==> src/rtl/spn_core_param_if.sv <==
// Request/response bus for spn_core_param.
// Request side: in_valid/in_ready handshake carrying opcode, data_in and symmetric_secret_key.
// Response side: out_valid/out_ready handshake carrying data_out and the 2-bit status (valid).
// master: the requester/consumer; slave: the cipher core.
interface spn_core_param_if #(
   parameter int BLOCK_W = 16,
   parameter int KEY_W   = 2 * BLOCK_W
) ();
   logic               in_valid;
   logic               in_ready;
   logic [1:0]         opcode;
   logic [BLOCK_W-1:0] data_in;
   logic [KEY_W-1:0]   symmetric_secret_key;
   logic               out_valid;
   logic               out_ready;
   logic [BLOCK_W-1:0] data_out;
   logic [1:0]         valid;

   modport master (
      output in_valid, opcode, data_in, symmetric_secret_key, out_ready,
      input  in_ready, out_valid, data_out, valid
   );

   modport slave (
      input  in_valid, opcode, data_in, symmetric_secret_key, out_ready,
      output in_ready, out_valid, data_out, valid
   );
endinterface

==> src/rtl/spn_core_param.sv <==
// Iterative substitution-permutation-network cipher core, one round per clock.
// Ports:
//   clk  - rising-edge clock
//   rst  - synchronous active-high reset
//   bus  - spn_core_param_if.slave: request (in_valid/in_ready, opcode, data_in,
//          symmetric_secret_key) and held response (out_valid/out_ready, data_out, valid)
// Opcodes: 00 nop, 01 encrypt, 10 decrypt, 11 undefined (answered with status 11, data 0).
module spn_core_param #(
   parameter int BLOCK_W = 16,
   parameter int KEY_W   = 2 * BLOCK_W,
   parameter int ROUNDS  = 4
) (
   input logic               clk,
   input logic               rst,
   spn_core_param_if.slave   bus
);

   localparam int CNT_W = $clog2(ROUNDS + 1);
   localparam logic [CNT_W-1:0] LAST_STEP = CNT_W'(ROUNDS - 1);

   if (KEY_W != 2 * BLOCK_W) begin : g_bad_key_w
      $error("spn_core_param: KEY_W must equal 2*BLOCK_W");
   end
   if ((BLOCK_W % 4 != 0) || (BLOCK_W < 8)) begin : g_bad_block_w
      $error("spn_core_param: BLOCK_W must be a multiple of 4 and at least 8");
   end
   if ((ROUNDS < 1) || (ROUNDS > 15)) begin : g_bad_rounds
      $error("spn_core_param: ROUNDS must be in 1..15");
   end

   typedef enum logic [1:0] {StIdle, StRun, StDone} state_e;

   state_e             state_q, state_d;
   logic [BLOCK_W-1:0] x_q, x_d;
   logic [KEY_W-1:0]   key_q, key_d;
   logic               dec_q, dec_d;
   logic [CNT_W-1:0]   cnt_q, cnt_d;
   logic [BLOCK_W-1:0] dout_q, dout_d;
   logic [1:0]         status_q, status_d;

   function automatic logic [3:0] sbox(input logic [3:0] n);
      logic [3:0] o;
      case (n)
         4'h0: o = 4'hC;  4'h1: o = 4'h5;  4'h2: o = 4'h6;  4'h3: o = 4'hB;
         4'h4: o = 4'h9;  4'h5: o = 4'h0;  4'h6: o = 4'hA;  4'h7: o = 4'hD;
         4'h8: o = 4'h3;  4'h9: o = 4'hE;  4'hA: o = 4'hF;  4'hB: o = 4'h8;
         4'hC: o = 4'h4;  4'hD: o = 4'h7;  4'hE: o = 4'h1;  default: o = 4'h2;
      endcase
      return o;
   endfunction

   function automatic logic [3:0] sbox_inv(input logic [3:0] n);
      logic [3:0] o;
      case (n)
         4'h0: o = 4'h5;  4'h1: o = 4'hE;  4'h2: o = 4'hF;  4'h3: o = 4'h8;
         4'h4: o = 4'hC;  4'h5: o = 4'h1;  4'h6: o = 4'h2;  4'h7: o = 4'hD;
         4'h8: o = 4'hB;  4'h9: o = 4'h4;  4'hA: o = 4'h6;  4'hB: o = 4'h3;
         4'hC: o = 4'h0;  4'hD: o = 4'h7;  4'hE: o = 4'h9;  default: o = 4'hA;
      endcase
      return o;
   endfunction

   function automatic logic [BLOCK_W-1:0] sub_layer(input logic [BLOCK_W-1:0] v,
                                                    input logic inv);
      logic [BLOCK_W-1:0] o;
      o = '0;
      for (int n = 0; n < BLOCK_W / 4; n++) begin
         o[4*n +: 4] = inv ? sbox_inv(v[4*n +: 4]) : sbox(v[4*n +: 4]);
      end
      return o;
   endfunction

   // Bit i goes to i*(BLOCK_W/4) mod (BLOCK_W-1); the top bit is a fixed point.
   // BLOCK_W/4 and BLOCK_W-1 are coprime, so this is always a bijection.
   function automatic logic [BLOCK_W-1:0] perm(input logic [BLOCK_W-1:0] v, input logic inv);
      logic [BLOCK_W-1:0] o;
      int                 d;
      o = '0;
      for (int i = 0; i < BLOCK_W - 1; i++) begin
         d = (i * (BLOCK_W / 4)) % (BLOCK_W - 1);
         if (inv) o[i] = v[d];
         else     o[d] = v[i];
      end
      o[BLOCK_W-1] = v[BLOCK_W-1];
      return o;
   endfunction

   // Low half of the key rotated left by 4*r; built as a chain of nibble rotations so
   // no variable-width shifter or modulo is needed.
   function automatic logic [BLOCK_W-1:0] round_key(input logic [KEY_W-1:0] k, input int r);
      logic [KEY_W-1:0] t;
      t = k;
      for (int s = 0; s < ROUNDS; s++) begin
         if (s < r) t = {t[KEY_W-5:0], t[KEY_W-1 -: 4]};
      end
      return t[BLOCK_W-1:0];
   endfunction

   // One cipher step on the working block.
   logic [BLOCK_W-1:0] k_cur, k_last, t_mid, x_step;
   always_comb begin
      k_last = round_key(key_q, ROUNDS);
      if (!dec_q) begin
         k_cur  = round_key(key_q, int'(cnt_q));
         t_mid  = sub_layer(x_q ^ k_cur, 1'b0);
         x_step = (cnt_q == LAST_STEP) ? (t_mid ^ k_last) : perm(t_mid, 1'b0);
      end else begin
         // Decryption walks the round keys downwards: step j uses K_(ROUNDS-1-j).
         k_cur  = round_key(key_q, ROUNDS - 1 - int'(cnt_q));
         t_mid  = (cnt_q == '0) ? (x_q ^ k_last) : perm(x_q, 1'b1);
         x_step = sub_layer(t_mid, 1'b1) ^ k_cur;
      end
   end

   always_comb begin
      state_d  = state_q;
      x_d      = x_q;
      key_d    = key_q;
      dec_d    = dec_q;
      cnt_d    = cnt_q;
      dout_d   = dout_q;
      status_d = status_q;
      case (state_q)
         StIdle: begin
            if (bus.in_valid) begin
               case (bus.opcode)
                  2'b01, 2'b10: begin
                     x_d     = bus.data_in;
                     key_d   = bus.symmetric_secret_key;
                     dec_d   = bus.opcode[1];
                     cnt_d   = '0;
                     state_d = StRun;
                  end
                  2'b11: begin
                     dout_d   = '0;
                     status_d = 2'b11;
                     state_d  = StDone;
                  end
                  default: ;  // nop is consumed without a response
               endcase
            end
         end
         StRun: begin
            x_d = x_step;
            if (cnt_q == LAST_STEP) begin
               dout_d   = x_step;
               status_d = dec_q ? 2'b10 : 2'b01;
               state_d  = StDone;
            end else begin
               cnt_d = cnt_q + 1'b1;
            end
         end
         StDone: begin
            if (bus.out_ready) begin
               dout_d   = '0;
               status_d = 2'b00;
               state_d  = StIdle;
            end
         end
         default: state_d = StIdle;
      endcase
   end

   always_ff @(posedge clk) begin
      if (rst) begin
         state_q  <= StIdle;
         x_q      <= '0;
         key_q    <= '0;
         dec_q    <= 1'b0;
         cnt_q    <= '0;
         dout_q   <= '0;
         status_q <= 2'b00;
      end else begin
         state_q  <= state_d;
         x_q      <= x_d;
         key_q    <= key_d;
         dec_q    <= dec_d;
         cnt_q    <= cnt_d;
         dout_q   <= dout_d;
         status_q <= status_d;
      end
   end

   // Not ready while reset is asserted, even though the state register already reads idle.
   assign bus.in_ready  = (state_q == StIdle) && !rst;
   assign bus.out_valid = (state_q == StDone);
   assign bus.data_out  = dout_q;
   assign bus.valid     = status_q;

endmodule

==> src/flat_wrapper.sv <==
// flat-port wrapper written by rule: the top's interface ports become plain ports
module spn_core_param_flat 
#(
   parameter int BLOCK_W = 16,
   parameter int KEY_W   = 2 * BLOCK_W,
   parameter int ROUNDS  = 4
)
  (clk, rst, bus_in_valid, bus_opcode, bus_data_in, bus_symmetric_secret_key, bus_out_ready, bus_in_ready, bus_out_valid, bus_data_out, bus_valid);
  spn_core_param_if #(.BLOCK_W(BLOCK_W), .KEY_W(KEY_W)) bus_i ();
  input logic clk;
  input logic rst;
  input wire logic [$bits(bus_i.in_valid)-1:0] bus_in_valid;
  input wire logic [$bits(bus_i.opcode)-1:0] bus_opcode;
  input wire logic [$bits(bus_i.data_in)-1:0] bus_data_in;
  input wire logic [$bits(bus_i.symmetric_secret_key)-1:0] bus_symmetric_secret_key;
  input wire logic [$bits(bus_i.out_ready)-1:0] bus_out_ready;
  output wire logic [$bits(bus_i.in_ready)-1:0] bus_in_ready;
  output wire logic [$bits(bus_i.out_valid)-1:0] bus_out_valid;
  output wire logic [$bits(bus_i.data_out)-1:0] bus_data_out;
  output wire logic [$bits(bus_i.valid)-1:0] bus_valid;
  assign bus_i.in_valid = bus_in_valid;
  assign bus_i.opcode = bus_opcode;
  assign bus_i.data_in = bus_data_in;
  assign bus_i.symmetric_secret_key = bus_symmetric_secret_key;
  assign bus_i.out_ready = bus_out_ready;
  assign bus_in_ready = bus_i.in_ready;
  assign bus_out_valid = bus_i.out_valid;
  assign bus_data_out = bus_i.data_out;
  assign bus_valid = bus_i.valid;
  spn_core_param #(.BLOCK_W(BLOCK_W), .KEY_W(KEY_W), .ROUNDS(ROUNDS)) u_core (.clk(clk), .rst(rst), .bus(bus_i));
endmodule
==> config.mk <==
export PLATFORM = sky130hd
export DESIGN_NAME = spn_core_param_flat
export DESIGN_NICKNAME = d
export VERILOG_FILES = /design/src/rtl/spn_core_param_if.sv /design/src/rtl/spn_core_param.sv /design/src/flat_wrapper.sv
export SDC_FILE = /design/constraint.sdc
export NUM_CORES = 1
export LEC_CHECK = 0
export BUFFER_PORTS_ARGS = -buffer_cell sky130_fd_sc_hd__buf_4
export CAP_MARGIN = 10
export CORE_UTILIZATION = 55
export CTS_CLUSTER_DIAMETER = 60
export DETAILED_ROUTE_END_ITERATION = 12
export PLACE_DENSITY = 0.82
export SYNTH_ARGS = -nofsm -noshare
export SYNTH_HDL_FRONTEND = slang
export SYNTH_SLANG_ARGS = --single-unit
==> constraint.sdc <==
create_clock -name clk -period 4 [get_ports clk]
set_input_delay 0.2 -clock clk [delete_from_list [all_inputs] [get_ports clk]]
set_output_delay 0.2 -clock clk [all_outputs]
set_load 0.05 [all_outputs]
# --- Word-level counts from Yosys, hierarchy flattened ---
# Memory sizes are Yosys's and may differ from the RTL's.
# Cells that the tools add are included.
op_classes:
  n_reduce_logical: 12
  mux: 58
  n_lt_le_gt_ge: 8
  addsub: 2
  n_eq_ne: 13
  n_bitwise: 4
op_table:
  columns: ["op", "n"]
  rows:
  - ["two-way mux 16 bit", 13]
  - ["two-way mux 32 bit", 6]
  - ["< comparator 3 x 32 -> 1 bit, first input constant", 2]
  - ["bitwise XOR 16 bit", 4]
  - ["case mux 16 bit (3 select lines)", 1]
  - ["< comparator 1 x 32 -> 1 bit, first input constant", 1]
  - ["< comparator 2 x 32 -> 1 bit, first input constant", 1]
  - ["two-way mux 4 bit", 8]
  - ["case mux 16 bit (2 select lines)", 1]
  - ["two-way mux 1 bit", 15]
  - ["two-way mux 2 bit", 7]
  - ["case mux 2 bit (3 select lines)", 2]
  - ["!= test 2 bit, second input constant", 5]
  - ["two-way mux 3 bit", 3]
  - ["AND reduction 4 bit", 2]
  - ["== test 2 bit, second input constant", 3]
  - ["< comparator 1 x 3 -> 1 bit, first input constant", 2]
  - ["< comparator 2 x 3 -> 1 bit, first input constant", 2]
  - ["case mux 3 bit (2 select lines)", 1]
  - ["AND reduction 3 bit", 2]
  - ["AND reduction 5 bit", 1]
  - ["== test 2 x 1 -> 1 bit, second input constant", 2]
  - ["case mux 2 bit (2 select lines)", 1]
  - ["subtractor 2 x 3 -> 4 bit, first input constant", 1]
  - ["other kinds (11)", 11]
totals:
  output_inout_bits: 20
  wordCells: 112
  ff_bits: 72
  mem_count: 8
  rom_bits: 512
  inputBits: 54
mem_list:
  columns: ["name", "depth", "word_bits", "rd", "rd_clocked_by_memory_dff", "write_ports", "line", "text"]
  rows:
  - ["(no name shown)", 16, 4, 1, 0, 0, "spn_core_param.sv:43", "case (n)"]
  - ["(no name shown)", 16, 4, 1, 0, 0, "spn_core_param.sv:43", null]
  - ["(no name shown)", 16, 4, 1, 0, 0, "spn_core_param.sv:43", null]
  - ["(no name shown)", 16, 4, 1, 0, 0, "spn_core_param.sv:43", null]
  - ["(no name shown)", 16, 4, 1, 0, 0, "spn_core_param.sv:54", "case (n)"]
  - ["(no name shown)", 16, 4, 1, 0, 0, "spn_core_param.sv:54", null]
  - ["+2 memories", null, null, null, null, null, null, null]

# --- Longest topological paths before layout ---
# Gate-level depths: netlist (run 1).
# An unclocked memory read counts as a cell.
depth:
  word_depth: 14
  ltp_mapped: 18
  mapped_depth_nobuf: 13

# --- Worst setup path after synthesis (run 1) ---
# Ideal clock, no wire load.
synth_path:
  path_type: "reg2reg"
  start: "reg u_core.cnt_q[2]"
  end: "reg u_core.x_q[4]"
  period_less_slack_ns: 3.657
  path_slack_ns: 0.343
  arrival_time_ns: 3.587
  stages_incl_launch_ff: 17
  required_time_ns: 3.930
  path_buffers: 4
  cell_sequence: "dfxtp_1 > buf_2 > clkbuf_1 > buf_2 > buf_2 > nor2_1 > a2bb2oi_1 > a21boi_0 > or2_2 > ha_1 > or4_1 > o311a_1 > and3_1 > a211oi_2 > mux2i_1 > nand4_1 > a21oi_1"
synth_via:
  elab_chain_cells: 13
  word_cells_on_any_way: 34
  cone_classes: "add/sub (1); order compare (8); eq/ne (1); mux (17); bitwise (3); reduce/logical (1); memory (3)"
synth_lines:
  columns: ["item", "line", "text"]
  rows:
  - ["start, declared", "spn_core_param.sv:37", "logic [CNT_W-1:0] cnt_q, cnt_d;"]
  - ["start signal, assigned", "spn_core_param.sv:178", "cnt_q <= cnt_d;"]
  - ["branches (longest 11 deep; another with < comparator 1 x 32 -> 1 bit)", null, null]
  - ["two-way mux 16 bit *", "spn_core_param.sv:103", "if (!dec_q) begin"]
  - ["case mux 16 bit (2 select lines) *", "spn_core_param.sv:123", "case (state_q)"]
  - ["end signal, assigned", "spn_core_param.sv:167", "x_q <= '0;"]
  - ["end signal, assigned", "spn_core_param.sv:175", "x_q <= x_d;"]
  - ["end, declared", "spn_core_param.sv:34", "logic [BLOCK_W-1:0] x_q, x_d;"]
# Every way passes the cells marked *. The select of a mux whose other input is x is not followed.
# A chain may end at the register's enable or synchronous reset.

# --- Final worst setup path (run 1) ---
layout_path:
  start: "reg u_core.cnt_q[0]"
  end: "reg u_core.x_q[1]"
# The elaborated chain is that of the path after synthesis.

==> impl_metrics.ini, run 1 <==
[final_layout]
nets = 1077
diodes = 0
drive_gt1_share_pct = 16.6
finalNonFillerCells = 1151
nFillCells = 1113
syn2layout_area_growth_pct = 14.4
finish.instance_area_sq_mm = 0.00826
final_common_cell = nand2_1
final_cell_mix = nand2_1 (107), buf_4 (106), a21oi_1 (89)

[worst_setup_path]
reg2reg_from = u_core.cnt_q[0]
cp_cell_sequence = a21o_1 -> a2bb2oi_1 -> and3b_1 -> or2_2 -> ha_1 -> or4_1 -> o311a_1 -> and3_1 -> a211oi_2 -> o22ai_1 -> a211o_1 -> o21ai_0
critPathKind = reg -> reg
crit_start = u_core.cnt_q[0]
worstSetupStartpointType = flop
cp_top_family = compound AO/OA/AOI/OAI gates
worstPathArrival_ns = 3.96
slowest_stage = dfxtp_1
cp_slowest_stage_delay_ns = 0.60
worstPathMaxFanout = 14
endpoint_kind = flop
worstPathRequired_ns = 4.27
path_buf_inv = 0

[cts]
cts_buffer_depth = 2
cts.sinks = 72
cts.clk_slew.worst_paths_ns = 0.06
worstSkewPairLatency_ns = 0.35
cts-resized-gates = 0
post_cts_buffers = 0
root_buffer = clkbuf_16
cts_tree = built
cts-hold-fix-buffers = 0
cts_htree_levels = 3
cts_inserted_buffers = 9

[timing]
slew_viol_final = 0
setup_ws_ns = 0.313
setup_viol = 0
min_period_over_period_pct = 92.2
fmax_ghz = 0.271
period_needed_ns = 3.69
finalSetupTns_ns = 0
clock-skew-final_ns = 0.00538
rsz0062_at_grt = no
slew_headroom_pct = 28.2
hold_viol = 0
worst_pin_slew_ns = 1.07

[floorplanning]
io_pins = 74
dieWidth_microns = 117
core_sq_mm = 0.0127
floorplan.initialDensity_pct = 56.7
die_h_microns = 117
die_area_sq_mm = 0.0136
placementRows = 41

[outcome]
outcome = finished clean

[global_route]
grt_pass1_wl_microns = 34100
grt_usage_pct = 33.2
antenna_found_initial = 0
grt_max_degree = 50
first_global_vias = 6590
grt.overflow.total = 0

[logic_synthesis]
ys_seq_area_share_pct = 20.0
syn_nets = 1033
syn_avg_cell_area_sq_um = 7.76
yosysUniqueCellTypes = 75
yosysWarnings = 0
synth-edff-count = 0
synthCells = 930
synth-seq-cells = 72
synthFlopType = dfxtp_1
synthArstFlopShare_pct = 0
syn_area_sq_mm = 0.00722

[route]
wl_met2_microns = 9590
routed.top_layer = met4
wl_met3_microns = 2340
first_pass_iters = 7
wire_per_inst_microns = 19.0
met1_length_microns = 9080
route.detailed.drc = 0
wl_microns = 21900
ant_nets = 0
vias = 7262
first_iter_violations = 903
vias_per_cell = 6.31

[pwr]
p_per_area_mw_per_mm2 = 481
peakVddDrop_uv = 295
p_leak_uw = 0.00353
p_total_uw = 3970

[placed_design]
io_buffers = 73
dp_hpwl_microns = 16500
place_ws_ns = 0.409
dp_cells = 1134
gp_congestion = 0.968
dpl_cell_area_sq_mm = 0.00791

[min_path]
min_path_type = in -> reg
holdCritStartpoint = bus_symmetric_secret_key[18]

[job]
maxCapViolCount = 0
-- report_power, final --
| group | leakage, uW | switching [uW] | total (uW) | internal [uW] |
|---|---|---|---|---|
| clock | 0.000165 | 310 | 888 | 578 |
| sequential | 0.000588 | 157 | 948 | 791 |
| combinational | 0.00278 | 1210 | 2130 | 921 |
-- layer usage --
layer  global-route usage, %  vias to the layer above
met3                    8.41                       67
met2                    51.1                      422
met1                    43.0                     3344
met5                       0                        -
met4                    16.5                        0
li1                        -                     3429
-- stage by stage --
step	util, %	hold WS, ns
final	64.9	0.101
after floorplan	-	0.336
after detailed placement	62.2	0.447
after CTS	64.8	0.0929
after global routing	64.9	0.106
after global placement	62.2	0.439
-- final cells by class --
| class | instances | area, sq um | area share (%) |
|---|---|---|---|
| tap | 172 | 215 | 2.61 |
| inverter | 57 | 214 | 2.59 |
| timing repair buffer | 107 | 811 | 9.82 |
| multi-input combinational | 727 | 5240 | 63.5 |
| clock inverter | 5 | 78.8 | 0.955 |
| clock buffer | 11 | 253 | 3.06 |
| sequential | 72 | 1440 | 17.5 |
-- sequential cells by signal, indices dropped and copies added, names as in the netlist --
register,count
u_core.key_q,32
u_core.bus.data_out,16
u_core.x_q,16
u_core.cnt_q,3
u_core.bus.valid,2
u_core.state_q,2
u_core.dec_q,1
-- synth_stat cells, types with 3 or more instances --
cell type,instances,area (sq um)
buf_2,21,105
nand2_1,107,402
a2bb2oi_1,3,26.3
nor2_1,49,184
and3_1,8,50.1
a211oi_1,17,128
o31ai_1,3,22.5
o211ai_1,12,90.1
ha_1,49,613
a21oi_1,89,445
a221oi_1,3,26.3
dfxtp_1,72,1440
o21ai_0,33,165
o21a_1,7,52.6
o22ai_1,25,156
inv_1,55,206
a21boi_0,3,22.5
or3_1,3,18.8
mux4_2,9,203
o311a_1,3,30.0
a31oi_1,7,43.8
and4_1,6,52.6
a211o_1,7,61.3
nand3_1,14,70.1
o211a_1,5,50.1
and2_1,4,25.0
mux2_2,16,180
xor2_1,25,219
nor3_1,21,105
nand2b_1,12,75.1
xnor2_1,28,245
o21ai_1,5,25.0
buf_1,5,18.8
and3b_1,3,26.3
o221ai_1,5,43.8
nor2b_1,9,56.3
a311oi_1,4,35.0
clkbuf_1,44,165
mux2i_1,72,721
a22oi_1,4,30.0
nand3b_1,11,82.6
or2_2,3,18.8
-- cells by family after synthesis --
logic type,Yosys count,share of synthesized area (%)
xor+xnor,54,6.66
mux,99,16.0
fa+ha+maj,49,8.49
buf+inv,131,7.45
simple gates,261,17.3
flops,72,20.0
compound gates,264,24.1
-- worst register-to-register path: stages, from the launching register on --
cell,delay [ns]
dfxtp_1,0.60
a21o_1,0.27
a2bb2oi_1,0.10
and3b_1,0.20
or2_2,0.32
ha_1,0.37
or4_1,0.52
o311a_1,0.15
and3_1,0.20
a211oi_2,0.36
o22ai_1,0.13
a211o_1,0.27
o21ai_0,0.14
-- path summary, 6_finish.rpt --
| kind | slack (ns) | to | cells past startpoint |
|---|---|---|---|
| worst max register to register | 0.31 | u_core.x_q[1] | 12 |
| worst min register to register | 0.46 | u_core.bus.data_out[8] | 2 |
| worst min-delay path | 0.10 | u_core.key_q[18] | 3 |
| worst max-delay path | 0.31 | u_core.x_q[1] | 12 |
Note: power is estimated with default switching activity, not from simulation.
==> inputs of run 2 (changes only) <==
Settings changed: SETUP_SLACK_MARGIN set to 0.5.
==> run 2 against run 1 <==
  * Hold slack worse by 0.0037 ns
  * Largest power group unchanged
  * Power down 1.0%
  * Register-to-register slack better by 0.30 ns
  * Clock power down 19%
  * Critical path depth unchanged
==> impl_metrics.ini, run 2 (same netlist as run 1, synthesis figures left out) <==
[final_layout]
nets = 1080
finalNonFillerCells = 1153
regArea_sq_mm = 0.00145
largest_register_ffs = 32
drive_gt1_share_pct = 18.3
diodes = 0
syn2layout_area_growth_pct = 15.5
nFillCells = 1095
fin_util_pct = 65.5
final_cell_mix = nand2_1 (107), buf_4 (107), a21oi_1 (88)
multi_input_area_sq_mm = 0.00536
largest-register = u_core.key_q

[placed_design]
dp_cells = 1135
io_buffers = 73
dp_hpwl_microns = 17400
place_ws_ns = 0.406
gp_congestion = 1.01

[worst_setup_path]
slowest_stage = a22oi_1
cp_cell_sequence = buf_4 -> mux2_2 -> a21o_1 -> a211oi_1 -> buf_4 -> inv_1 -> ha_1 -> mux2i_1 -> a22oi_1 -> xnor2_1 -> o221ai_1 -> o21ai_0
critPathKind = reg -> reg
cp_top_family = compound AO/OA/AOI/OAI gates
worstSetupStartpointType = flop
worstPathRequired_ns = 4.22
cpMostUsedCell = buf_4
worstPathMaxFanout = 12
cp_slowest_stage_delay_ns = 0.54
endpoint_kind = flop
path_buf_inv = 3
worstPathArrival_ns = 3.61

[min_path]
min_path_type = in -> reg

[floorplanning]
placementRows = 41
die_h_microns = 117
core_sq_mm = 0.0127
die_area_sq_mm = 0.0136
floorplan.initialDensity_pct = 56.7
io_pins = 74
dieWidth_microns = 117

[cts]
cts-hold-fix-buffers = 0
cts_htree_levels = 3
cts.sinks = 72
cts_buffer_depth = 2
cts_inserted_buffers = 9
cts_tree = built
worstSkewPairLatency_ns = 0.35
cts.clk_slew.worst_paths_ns = 0.05
root_buffer = clkbuf_16

[timing]
whs_ns = 0.0976
min_period_over_period_pct = 84.7
hold_viol = 0
clock-skew-final_ns = 0.00446
fmax_ghz = 0.295
setup_ws_ns = 0.612
setup_viol = 0
period_needed_ns = 3.39
slew_headroom_pct = 32.6
rsz0062_at_grt = yes
finalSetupTns_ns = 0
slew_viol_final = 0
worst_pin_slew_ns = 1.01

[global_route]
first_global_vias = 6720
antenna_found_initial = 0
grt_max_degree = 50
grt_pass1_wl_microns = 36100
grt.overflow.total = 0
grt_usage_pct = 35.3

[outcome]
outcome = finished clean

[pwr]
p_leak_uw = 0.00351
peakVddDrop_uv = 333
p_per_area_mw_per_mm2 = 471

[route]
first_iter_violations = 1033
first_pass_iters = 7
wl_microns = 23200
route.detailed.drc = 0
wire_per_inst_microns = 20.1
vias = 7357
vias_per_cell = 6.38
ant_nets = 0

[job]
maxCapViolCount = 0
==> run 2: stage by stage <==
step | total power [uW] | area, sq um
final | 3930 | 8340
after global routing | 4140 | 8340
after CTS | 3820 | 8240
after detailed placement | 3080 | 7960
after global placement | 3030 | 7960
after floorplan | 2530 | 7280
==> run 2: cell type report <==
cell class              instances  share of cell area [%]
inverters                      57                    2.57
flip-flops and latches         72                    17.4
multi-input cells             727                    64.3
clock inverters                 4                   0.270
clock buffers                  11                    2.79
repair buffers                110                    10.1
well taps                     172                    2.58
==> run 2: worst paths after layout <==
| kind | startpoint | endpoint | slack, ns | cells past startpoint |
|---|---|---|---|---|
| hold reg to reg | u_core.bus.data_out[8] | u_core.bus.data_out[8] | 0.46 | 2 |
| hold / removal | bus_symmetric_secret_key[22] | u_core.key_q[22] | 0.1 | 3 |
| setup / recovery | u_core.cnt_q[1] | u_core.bus.data_out[3] | 0.61 | 12 |
| setup reg to reg | u_core.cnt_q[1] | u_core.bus.data_out[3] | 0.61 | 12 |
==> run 2: routing by layer <==
metal | vias to the layer above | GRT usage, % | routed length [microns]
met5 | - | 0 | 0
met4 | 0 | 16.5 | 1000
met3 | 84 | 8.35 | 2550
met2 | 439 | 53.8 | 10200
met1 | 3401 | 47.0 | 9510
li1 | 3433 | - | -
==> run 2: worst reg2reg max path, cell delays in order, from the launching register on <==
cell and delay, ns:
dfxtp_4 0.43, buf_4 0.22, mux2_2 0.37, a21o_1 0.19, a211oi_1 0.21, buf_4 0.19
inv_1 0.08, ha_1 0.34, mux2i_1 0.09, a22oi_1 0.54, xnor2_1 0.15, o221ai_1 0.35
o21ai_0 0.12
==> run 2: repair_timing <==
item,in CTS,in global routing
setup buffers,0,2
setup endpoints to repair,13,24
gates resized for setup,7,16
pin swaps,0,2
==> run 2: report_power, final <==
group          switching (uW)  internal [uW]
registers                 159            791
logic                    1290            964
clock network             309            413
total                    1760           2170
